$ cat src/rtl/uart_rx_ctrl.sv
// UART receive sequencer: start detect, mid-bit sampling, stop check.
// Define UART_RX_SYNC_EN to pass rx through a 2-flop synchronizer.
module uart_rx_ctrl #(
  parameter int OVERSAMPLE = 16,
  parameter int DATA_BITS  = 8
) (
  input  logic                 clk,
  input  logic                 rst,
  input  logic                 baud_tick,
  input  logic                 rx,
  output logic [DATA_BITS:0]   data_parity_out,
  output logic                 ready,
  output logic                 frame_error,
  output logic                 busy
);

  localparam int CW = $clog2(OVERSAMPLE);
  localparam int BW = (DATA_BITS > 1) ? $clog2(DATA_BITS) : 1;
  localparam logic [CW-1:0] HALF = CW'(OVERSAMPLE / 2 - 1);
  localparam logic [CW-1:0] LAST = CW'(OVERSAMPLE - 1);
  localparam logic [BW-1:0] LBIT = BW'(DATA_BITS - 1);

  typedef enum logic [2:0] {
    IDLE, START, DATA, PARITY, STOP, DONE
  } state_e;

  state_e               state_q, state_d;
  logic [CW-1:0]        cnt_q, cnt_d;
  logic [BW-1:0]        bit_q, bit_d;
  logic [DATA_BITS:0]   shreg_q, shreg_d;
  logic [DATA_BITS:0]   dout_q, dout_d;
  logic                 ready_q, ready_d;
  logic                 fe_q, fe_d;
  logic                 rx_s;

`ifdef UART_RX_SYNC_EN
  logic sync1_q, sync2_q;

  always_ff @(posedge clk or negedge rst) begin
    if (!rst) begin
      sync1_q <= 1'b1;
      sync2_q <= 1'b1;
    end else begin
      sync1_q <= rx;
      sync2_q <= sync1_q;
    end
  end

  assign rx_s = sync2_q;
`else
  assign rx_s = rx;
`endif

  always_ff @(posedge clk or negedge rst) begin
    if (!rst) begin
      state_q <= IDLE;
      cnt_q   <= '0;
      bit_q   <= '0;
      shreg_q <= '0;
      dout_q  <= '0;
      ready_q <= 1'b0;
      fe_q    <= 1'b0;
    end else begin
      state_q <= state_d;
      cnt_q   <= cnt_d;
      bit_q   <= bit_d;
      shreg_q <= shreg_d;
      dout_q  <= dout_d;
      ready_q <= ready_d;
      fe_q    <= fe_d;
    end
  end

  always_comb begin
    state_d = state_q;
    cnt_d   = cnt_q;
    bit_d   = bit_q;
    shreg_d = shreg_q;
    dout_d  = dout_q;
    ready_d = 1'b0;
    fe_d    = fe_q;
    unique case (state_q)
      IDLE: begin
        if (baud_tick && !rx_s) begin
          state_d = START;
          cnt_d   = '0;
        end
      end
      START: begin
        if (baud_tick) begin
          if (cnt_q == HALF) begin
            cnt_d   = '0;
            bit_d   = '0;
            state_d = rx_s ? IDLE : DATA;
          end else begin
            cnt_d = cnt_q + 1'b1;
          end
        end
      end
      DATA: begin
        if (baud_tick) begin
          if (cnt_q == LAST) begin
            cnt_d          = '0;
            shreg_d[bit_q] = rx_s;
            if (bit_q == LBIT) begin
              bit_d   = '0;
              state_d = PARITY;
            end else begin
              bit_d = bit_q + 1'b1;
            end
          end else begin
            cnt_d = cnt_q + 1'b1;
          end
        end
      end
      PARITY: begin
        if (baud_tick) begin
          if (cnt_q == LAST) begin
            cnt_d              = '0;
            shreg_d[DATA_BITS] = rx_s;
            state_d            = STOP;
          end else begin
            cnt_d = cnt_q + 1'b1;
          end
        end
      end
      STOP: begin
        if (baud_tick) begin
          if (cnt_q == LAST) begin
            cnt_d   = '0;
            dout_d  = shreg_q;
            fe_d    = ~rx_s;
            ready_d = 1'b1;
            state_d = DONE;
          end else begin
            cnt_d = cnt_q + 1'b1;
          end
        end
      end
      DONE: begin
        // Single-clk state, independent of the tick.
        cnt_d   = '0;
        state_d = IDLE;
      end
      default: begin
        state_d = IDLE;
      end
    endcase
  end

  assign data_parity_out = dout_q;
  assign ready           = ready_q;
  assign frame_error     = fe_q;
  assign busy            = (state_q != IDLE);

endmodule

$ cat config.mk
export PLATFORM = sky130hd
export DESIGN_NAME = uart_rx_ctrl
export DESIGN_NICKNAME = d
export VERILOG_FILES = /design/src/rtl/uart_rx_ctrl.sv
export SDC_FILE = /design/constraint.sdc
export NUM_CORES = 1
export LEC_CHECK = 0
export ABC_AREA = 0
export BUFFER_PORTS_ARGS = -buffer_cell sky130_fd_sc_hd__buf_4
export CORE_AREA = 2 2 71 73
export DETAILED_ROUTE_END_ITERATION = 10
export DIE_AREA = 0 0 73 75
export PLACE_DENSITY = 0.59
export SLEW_MARGIN = 20
export SYNTH_ARGS = -nofsm -noshare
export SYNTH_HDL_FRONTEND = slang
export SYNTH_SLANG_ARGS = --single-unit
$ cat constraint.sdc
create_clock -name clk -period 5.1 [get_ports clk]
set_input_delay 1.275 -clock clk [delete_from_list [all_inputs] [get_ports clk]]
set_output_delay 1.275 -clock clk [all_outputs]
set_load 0.05 [all_outputs]
== Word-level counts from Yosys, hierarchy flattened ==
Index checks and enable logic that the tools add are counted.
Operators by class
  equal/unequal tests: 19
  bitwise gates (word level): 1
  magnitude comparators: 2
  div/mod/pow operators: 0
  shifts and indexed selects: 0
  $add $sub $neg: 2
  multipliers: 0
  mux-type cells: 35
  reductions and logical operators: 15
Operators with widths (number)
  $mux W3: 15
  $mux W4: 5
  $ne A2 B2 Y1 const B: 10
  $mux W9: 2
  $pmux W4 S4: 1
  $pmux W3 S5: 1
  $reduce_and A10 Y1: 1
  $reduce_and A5 Y1: 2
  $bwmux W9: 1
  $eq A3 B3 Y1 const B: 3
  $eq A3 B2 Y1 const B: 2
  $mux W1: 6
  $pmux W3 S2: 1
  $reduce_and A3 Y1: 2
  $lt A3 B5 Y1 const B: 1
  $add A4 B1 Y4 const B: 1
  $eq A4 B3 Y1 const B: 1
  $eq A4 B4 Y1 const B: 1
  $reduce_and A4 Y1: 1
  $reduce_bool A2 Y1: 2
  $reduce_bool A4 Y1: 1
  $add A3 B1 Y3 const B: 1
  $demux W1 S3: 1
  $eq A3 B1 Y1 const B: 1
  other kinds (10): 11
Storage, ports and cells
  logic and storage cells: 82
  bits in latches: 0
  bits of input ports: 4
  bits in registers: 30
  ROM bits: 0
  RAM bits: 0
  memories kept: 0
  output and inout bits: 12

== Logic depth before layout (Yosys ltp) ==
Gate-level depths: netlist of run 1.
  depth in word-level cells: 8
  mapped depth: 6

== Worst setup path before layout of run 1 ==
No wires, ideal clock.
  path kind: reg2out
  from: register state_q[0]
  to: output port busy
  cell stages (with the launch flop): 4
  slack: 2817 ps
  arrival: 1008 ps
  buffers on the path: 1
  required time: 3825 ps
  path through: dfrtp_1 > buf_6 > nor3_1 > inv_1
On the way
  word-level cells in the longest chain between the ends: 1
RTL lines
  start, declared: RTL line 27  | state_e state_q, state_d;
  start signal, assigned: RTL line 64  | state_q <= state_d;
  $reduce_bool A3 Y1: RTL line 154  | assign busy = (state_q != IDLE);
  end, declared: RTL line 14  | output logic busy
Every way passes these cells.

== Worst setup path after layout of run 1 ==
  from: register state_q[2]
  to: output port busy
The elaborated chain is that of the path after synthesis.

==> impl_results.md, run 1 <==
* GRT Total Usage at 0.109
* Vias in the first global route at 955
* Hold Crit Depth at 1
* Startpoint Class: flop
* PortBufs at 15
* Setup TNS at 0 ns
* Worst slew pin tran at 0.840 ns
* Crit end category: output pin
* Run status: complete, no violations
* Hold wc startpoint: shreg_q[7]
* Fmax at 365 MHz
* Final ANT Viol Nets at 0
* Grt ovf at 0
* Post-Route WL at 2.60 mm
* Worst stage delay on the critical path at 0.51 ns
* CP top delay family: flip-flops
* Crit share post-route at 0.536
* Clk slew on worst S/H paths at 0.06 ns
* EDFF count, synth at 0
* Initial DRC Count at 20
* Global placer's final weighted congestion at 0.743
* Starting Density at 0.324
* Synth Cell Area at 1510 sq um
* Max-slew violations at 0
* Max-cap violations at 0
* Slew headroom at 0.438
* Worst path cell trace: nor3_1 > inv_1 > buf_4
* Top_reg_cell synth: dfrtp_1
* Largest net degree at the start of global routing at 31
* Arrival time at the worst endpoint at 1.46 ns
* Area share of the largest cell type after synthesis at 0.497
* Clock Tree Buf Depth at 2
* Fin util at 0.370
* First-pass GRT wire length at 4.43 mm
* Setup Skew at 0.00637 ns
* Endpoints failing hold at 0
* Leak at 0.819 nW
* Final worst slack at 2.36 ns
* Pre-CTS WS at 2.25 ns
* Rows at 25
* Stages on the worst setup path at 3
* Total die area at 5480 sq um
* Number of remaining DRC errors at 0
* Layout area overhead at 14.2%
* Clock Power Share at 0.291
* #FFs+latches synth at 30
* Post-CTS Setup Repair Bufs at 0
* Dominant cells by area after synthesis: dfrtp_1 50%, mux2_2 10%, mux2_1 4.5%
* Ant. Diodes at 0
* Post-synth top area cell: dfrtp_1
* Min-delay worst type: reg -> reg
* Layout Nets at 154
* Critical Path Source: state_q[2]
* Via density per instance at 4.94
* RSZ-0062 raised after global routing: no
* Power, Total at 673 uW
* Synthesized Nets at 139
* Ys async rst share at 1.00
* Num CTS Buffers at 5
* Worst R2R Path Depth at 4
* CP Buf/Inv Count at 2
* Hpwl dp at 1.91 mm
* Minimum clock period at 2.74 ns
* Seq/Total Area, Yosys at 0.497
* Share of layout cells above drive strength 1 at 0.291
* Core Box Area at 4660 sq um
* Power Dens Cells at 390 nW/um^2
* Synth warn at 0
* Switching power at 237 uW
* Comb power frac at 0.244
* Syn_area_per_cell at 11.5 sq um
* Slowest CP cell: dfrtp_1
* Sw frac at 0.352
* Endpoints failing setup at 0
* Sink Count at 30
* Synth cell types at 38
* H-tree levels at 2
* Sequential Power Share at 0.465
* Syn Inst Count at 132
* Crit Reg-Reg Startpoint: cnt_q[1]
* Post-CTS Resized at 0
* Crit path required time at 3.83 ns
* Clk root buf: clkbuf_8
* Boundary Pins at 16
* Later-pin clock latency in the skew report at 0.28 ns
* Die Ht at 75 um
* Hold buffers post-CTS at 0
* TritonCTS clock tree: done
* CP Max Fanout at 14
* Drt pass-1 iters at 4
* Vias post-DR at 997
* Int Power at 436 uW
* Fillers at 454
* Peak supply drop at 0.000116 V
* DR WL/cell at 12.9 um
* Die X at 73 um
* CP Class: reg -> out
* Initial antenna violation count at 0
==> synth_stat cells, types with 2 or more instances <==
library cell	count
inv_1	6
mux2i_1	2
mux2_1	6
nand3_1	5
clkbuf_1	2
nand3b_1	6
dfrtp_1	30
nor2_1	8
ha_1	3
nand2_1	13
nor3_4	2
o21ai_0	8
or4_1	2
mux2_2	14
nor3_1	2
==> through the flow <==
stage | hold slack [ns] | std cells | cell area (sq um)
after floorplan | 0.459 | 132 | 1510
after global placement | 0.468 | 194 | 1630
after detailed placement | 0.478 | 194 | 1630
after CTS | 0.493 | 202 | 1730
after global routing | 0.506 | 202 | 1730
final | 0.493 | 202 | 1730
==> cell usage in the layout (no fill, tap or decap), types with 2 or more instances in the layout <==
master,n
buf_4,15
clkbuf_8,6
dfrtp_1,30
ha_1,3
inv_1,6
mux2_1,6
mux2_2,14
mux2i_1,2
nand2_1,13
nand3_1,5
nand3b_1,6
nor2_1,8
nor3_1,2
nor3_4,2
o21ai_0,8
or4_1,2
==> worst reg2reg max path, delay by kind of cell, from the launching register on <==
family / cells / cell delay (ns)
simple gates: 2 / 0.89
fa+ha+maj: 1 / 0.35
mux: 1 / 0.42
flops: 1 / 0.38
==> final cells by class <==
class                           count  area [sq um]  share of cell area
Clock buffer                        6          82.6              0.0478
Clock inverter                      2          12.5             0.00725
Inverter                            6          22.5              0.0130
Multi-Input combinational cell     89           678               0.393
Sequential cell                    30           751               0.435
Tap cell                           54          67.6              0.0391
Timing Repair Buffer               15           113              0.0652
==> kinds of logic (layout without fill, tap and decap cells) <==
logic type | count (synthesis) | count (layout) | synth area share
buffers and inverters | 13 | 29 | 0.0546
multiplexers | 22 | 22 | 0.162
adder cells (fa/ha/maj) | 3 | 3 | 0.0248
AO/OA/AOI/OAI | 17 | 17 | 0.0720
AND/OR/NAND/NOR | 47 | 47 | 0.190
flip-flops | 30 | 30 | 0.497
==> path summary, 6_finish.rpt <==
check | endpoint | slack [ns]
setup / recovery | busy | 2.36
hold / removal | shreg_q[7] | 0.49
setup reg to reg | data_parity_out[6] | 2.95
hold reg to reg | shreg_q[7] | 0.49
max in group asynchronous | bit_q[2] | 3.93
min in group asynchronous | shreg_q[0] | 0.91
==> power groups by stage <==
stage | clock network [mW] | registers [mW] | logic, mW
after floorplan | 0 | 0.290 | 0.159
final | 0.196 | 0.313 | 0.164
after CTS | 0.203 | 0.311 | 0.166
after detailed placement | 0 | 0.316 | 0.165
after global placement | 0 | 0.315 | 0.160
after global routing | 0.215 | 0.319 | 0.187
==> state kept, by name, summed over array words and instances (netlist names) <==
register / flops
bit_q: 3
ready: 1
cnt_q: 4
data_parity_out: 9
shreg_q: 9
frame_error: 1
state_q: 3
==> metal layers <==
metal | share of wire | vias to the layer above | GRT usage
li1 | - | 495 | -
met5 | 0 | - | 0
met4 | 0.029 | 0 | 0.0741
met2 | 0.50 | 13 | 0.178
met3 | 0.038 | 7 | 0.0321
met1 | 0.43 | 482 | 0.123
No activity file was read; power rests on OpenSTA's default activity.
==> run 2: changes to the inputs <==
ABC_AREA = 1   (was 0)
CORE_AREA = 2 2 73 75   (was 2 2 71 73)
DIE_AREA = 0 0 75 77   (was 0 0 73 75)
PLACE_DENSITY = 0.6   (was 0.59)
clock period = 2.3 ns   (was 5.1 ns; I/O delays follow)
==> run 2 against run 1 <==
  * Synthesized area up 4.3%
  * First-iteration DRC count rose to 3.6 times the previous value
  * Setup slack worse by 2.0 ns
  * Count of clock-buffer cells in the layout unchanged
  * Clock power up 130%
  * Wire length up 9.5%
  * Non-clock buffer count unchanged
  * Via count up 22%
  * Largest cell class unchanged
==> impl_results.md, run 2 <==
* Run status: complete, no violations
* Largest net degree at the start of global routing at 31
* CP Class: reg -> out
* Grt ovf at 0
* DR WL/cell at 10.3 um
* Drt pass-1 iters at 4
* Comb power frac at 0.379
* Post-synth top area cell: dfrtp_1
* Worst R2R Path Depth at 8
* Post-CTS Resized at 0
* Commonest non-fill, non-tap cell in the layout: nand2_1
* R2R setup slack at 0.78 ns
* Dominant cell by count in the synthesized netlist: nand2_1
* Total die area at 5780 sq um
* Crit end category: output pin
* Syn Inst Count at 184
* Reg area at 751 sq um
* Worst slew pin tran at 0.377 ns
* Multi-input logic area at 744 sq um
* Leak at 0.953 nW
* H-tree levels at 2
* Later-pin clock latency in the skew report at 0.29 ns
* First-pass GRT wire length at 4.93 mm
* Via density per instance at 4.41
* Int Power at 1.03 mW
* Commonest non-fill, non-tap cells in the layout: 67 x nand2_1, 30 x dfrtp_1, 15 x buf_4, 13 x nand3_1, 13 x o21ai_0
* Peak supply drop at 0.000463 V
* Arrival time at the worst endpoint at 1.33 ns
* Dominant cells by area after synthesis: dfrtp_1 48%, nand2_1 16%, nand3_1 4.1%
* Minimum clock period at 1.91 ns
* Clock Tree Buf Depth at 2
* Post-CTS Setup Repair Bufs at 0
* Crit Reg-Reg Startpoint: cnt_q[0]
* TritonCTS clock tree: done
* Num CTS Buffers at 5
* Max-slew violations at 0
* M2 GR Usage at 0.171
* Crit path required time at 1.73 ns
* Sw frac at 0.424
* Layout Nets at 211
* Synth Cell Area at 1580 sq um
* Hpwl dp at 2.11 mm
* Switching power at 762 uW
* Sink Count at 30
* GRT Total Usage at 0.112
* Starting Density at 0.317
* Number of remaining DRC errors at 0
* Rows at 26
* PortBufs at 15
* Global placer's final weighted congestion at 0.734
* Slew headroom at 0.748
* Seq/Total Area, Yosys at 0.476
* Clk slew on worst S/H paths at 0.07 ns
* Reg2reg end: bit_q[2]
* Met3 Usage GRT at 0.0394
* Startpoint Class: flop
* Min-delay worst type: in -> async
* Top_reg_cell synth: dfrtp_1
* #FFs+latches synth at 30
* Fmax at 525 MHz
* Final ANT Viol Nets at 0
* Power Dens Cells at 972 nW/um^2
* Endpoints failing hold at 0
* Synth cell types at 22
* Ant. Diodes at 0
* Setup Skew at 0.00508 ns
* Synth warn at 0
* Max-cap violations at 0
* Crit share post-route at 0.829
* Setup TNS at 0 ns
* Commonest cells in the synthesized netlist: 67 x nand2_1, 30 x dfrtp_1, 13 x nand3_1, 13 x o21ai_0, 11 x inv_1
* Die X at 75 um
* Fillers at 520
* Critical Path Source: state_q[1]
* Endpoints failing setup at 0
* Clk root buf: clkbuf_8
* CP Max Fanout at 9
* Die Ht at 77 um
* Ys async rst share at 1.00
* Share of layout cells above drive strength 1 at 0.244
* Initial DRC Count at 71
* Syn_area_per_cell at 8.57 sq um
* RSZ-0062 raised after global routing: no
* Met1 Use GR at 0.137
* Initial antenna violation count at 0
* EDFF count, synth at 0
* Sequential Power Share at 0.372
* Grt peak-use layer: met2
* Area share of the largest cell type after synthesis at 0.476
* Post-Route WL at 2.85 mm
* Clock Power Share at 0.248
* Layout area overhead at 17.3%
* Worst Hold Margin at 0.205 ns
* Hold buffers post-CTS at 0
* Core Box Area at 4980 sq um
* Vias in the first global route at 1130
* Synthesized Nets at 191
* Vias post-DR at 1212
* Boundary Pins at 16
* CP endpoint: busy
## run 2: worst max-delay path, cell delays in order (launching register included)
cell and delay, ns:
dfrtp_1 0.51, nor2_2 0.24, nand2_1 0.10, buf_4 0.20
## run 2: metal layers
layer  part of all wire  vias to the layer above
met1               0.47                      541
met2               0.45                       26
met4              0.025                        0
met5                  0                        -
met3              0.051                        6
li1                   -                      639
## run 2: metrics by stage
step	power (mW)	setup slack (ns)	instance area, sq um	util	instances
floorplan	1.23	0.764	1580	-	184
global route	1.94	0.315	1850	0.372	275
CTS	1.82	0.367	1850	0.372	275
finish	1.80	0.394	1850	0.372	275
global placement	1.35	0.616	1750	0.352	267
detailed placement	1.37	0.605	1750	0.352	267
## run 2: final cells by class
class / instances / area share
sequential: 30 / 0.406
multi-input combinational: 137 / 0.403
timing repair buffer: 15 / 0.0609
tap: 70 / 0.0474
clock buffer: 6 / 0.0447
inverter: 15 / 0.0318
clock inverter: 2 / 0.00677
## run 2: worst min path at each step
stage               cells past startpoint  slack [ns]                 end               start
global placement                        2        0.45  data_parity_out[3]  data_parity_out[3]
floorplan                               0        0.28            bit_q[0]                 rst
CTS                                     1        0.22          state_q[2]                 rst
finish                                  1        0.20            cnt_q[0]                 rst
detailed placement                      2        0.46  data_parity_out[3]  data_parity_out[3]
global route                            1        0.23            bit_q[2]                 rst
## run 2: power groups by stage
stage / clock [mW] / sequential (mW) / combinational [mW]
2_1_floorplan: 0 / 0.644 / 0.586
3_3_place_gp: 0 / 0.674 / 0.680
3_5_place_dp: 0 / 0.676 / 0.691
4_1_cts: 0.462 / 0.667 / 0.696
5_1_grt: 0.486 / 0.678 / 0.775
6_report: 0.446 / 0.669 / 0.682
## run 2: cells by family (layout without fill, tap and decap cells)
group	count (synthesis)	count (layout)	synth area share
AND/OR/NAND/NOR	113	113	0.367
adder cells (fa/ha/maj)	3	3	0.0238
buffers and inverters	17	38	0.0516
flip-flops	30	30	0.476
AO/OA/AOI/OAI	21	21	0.0809
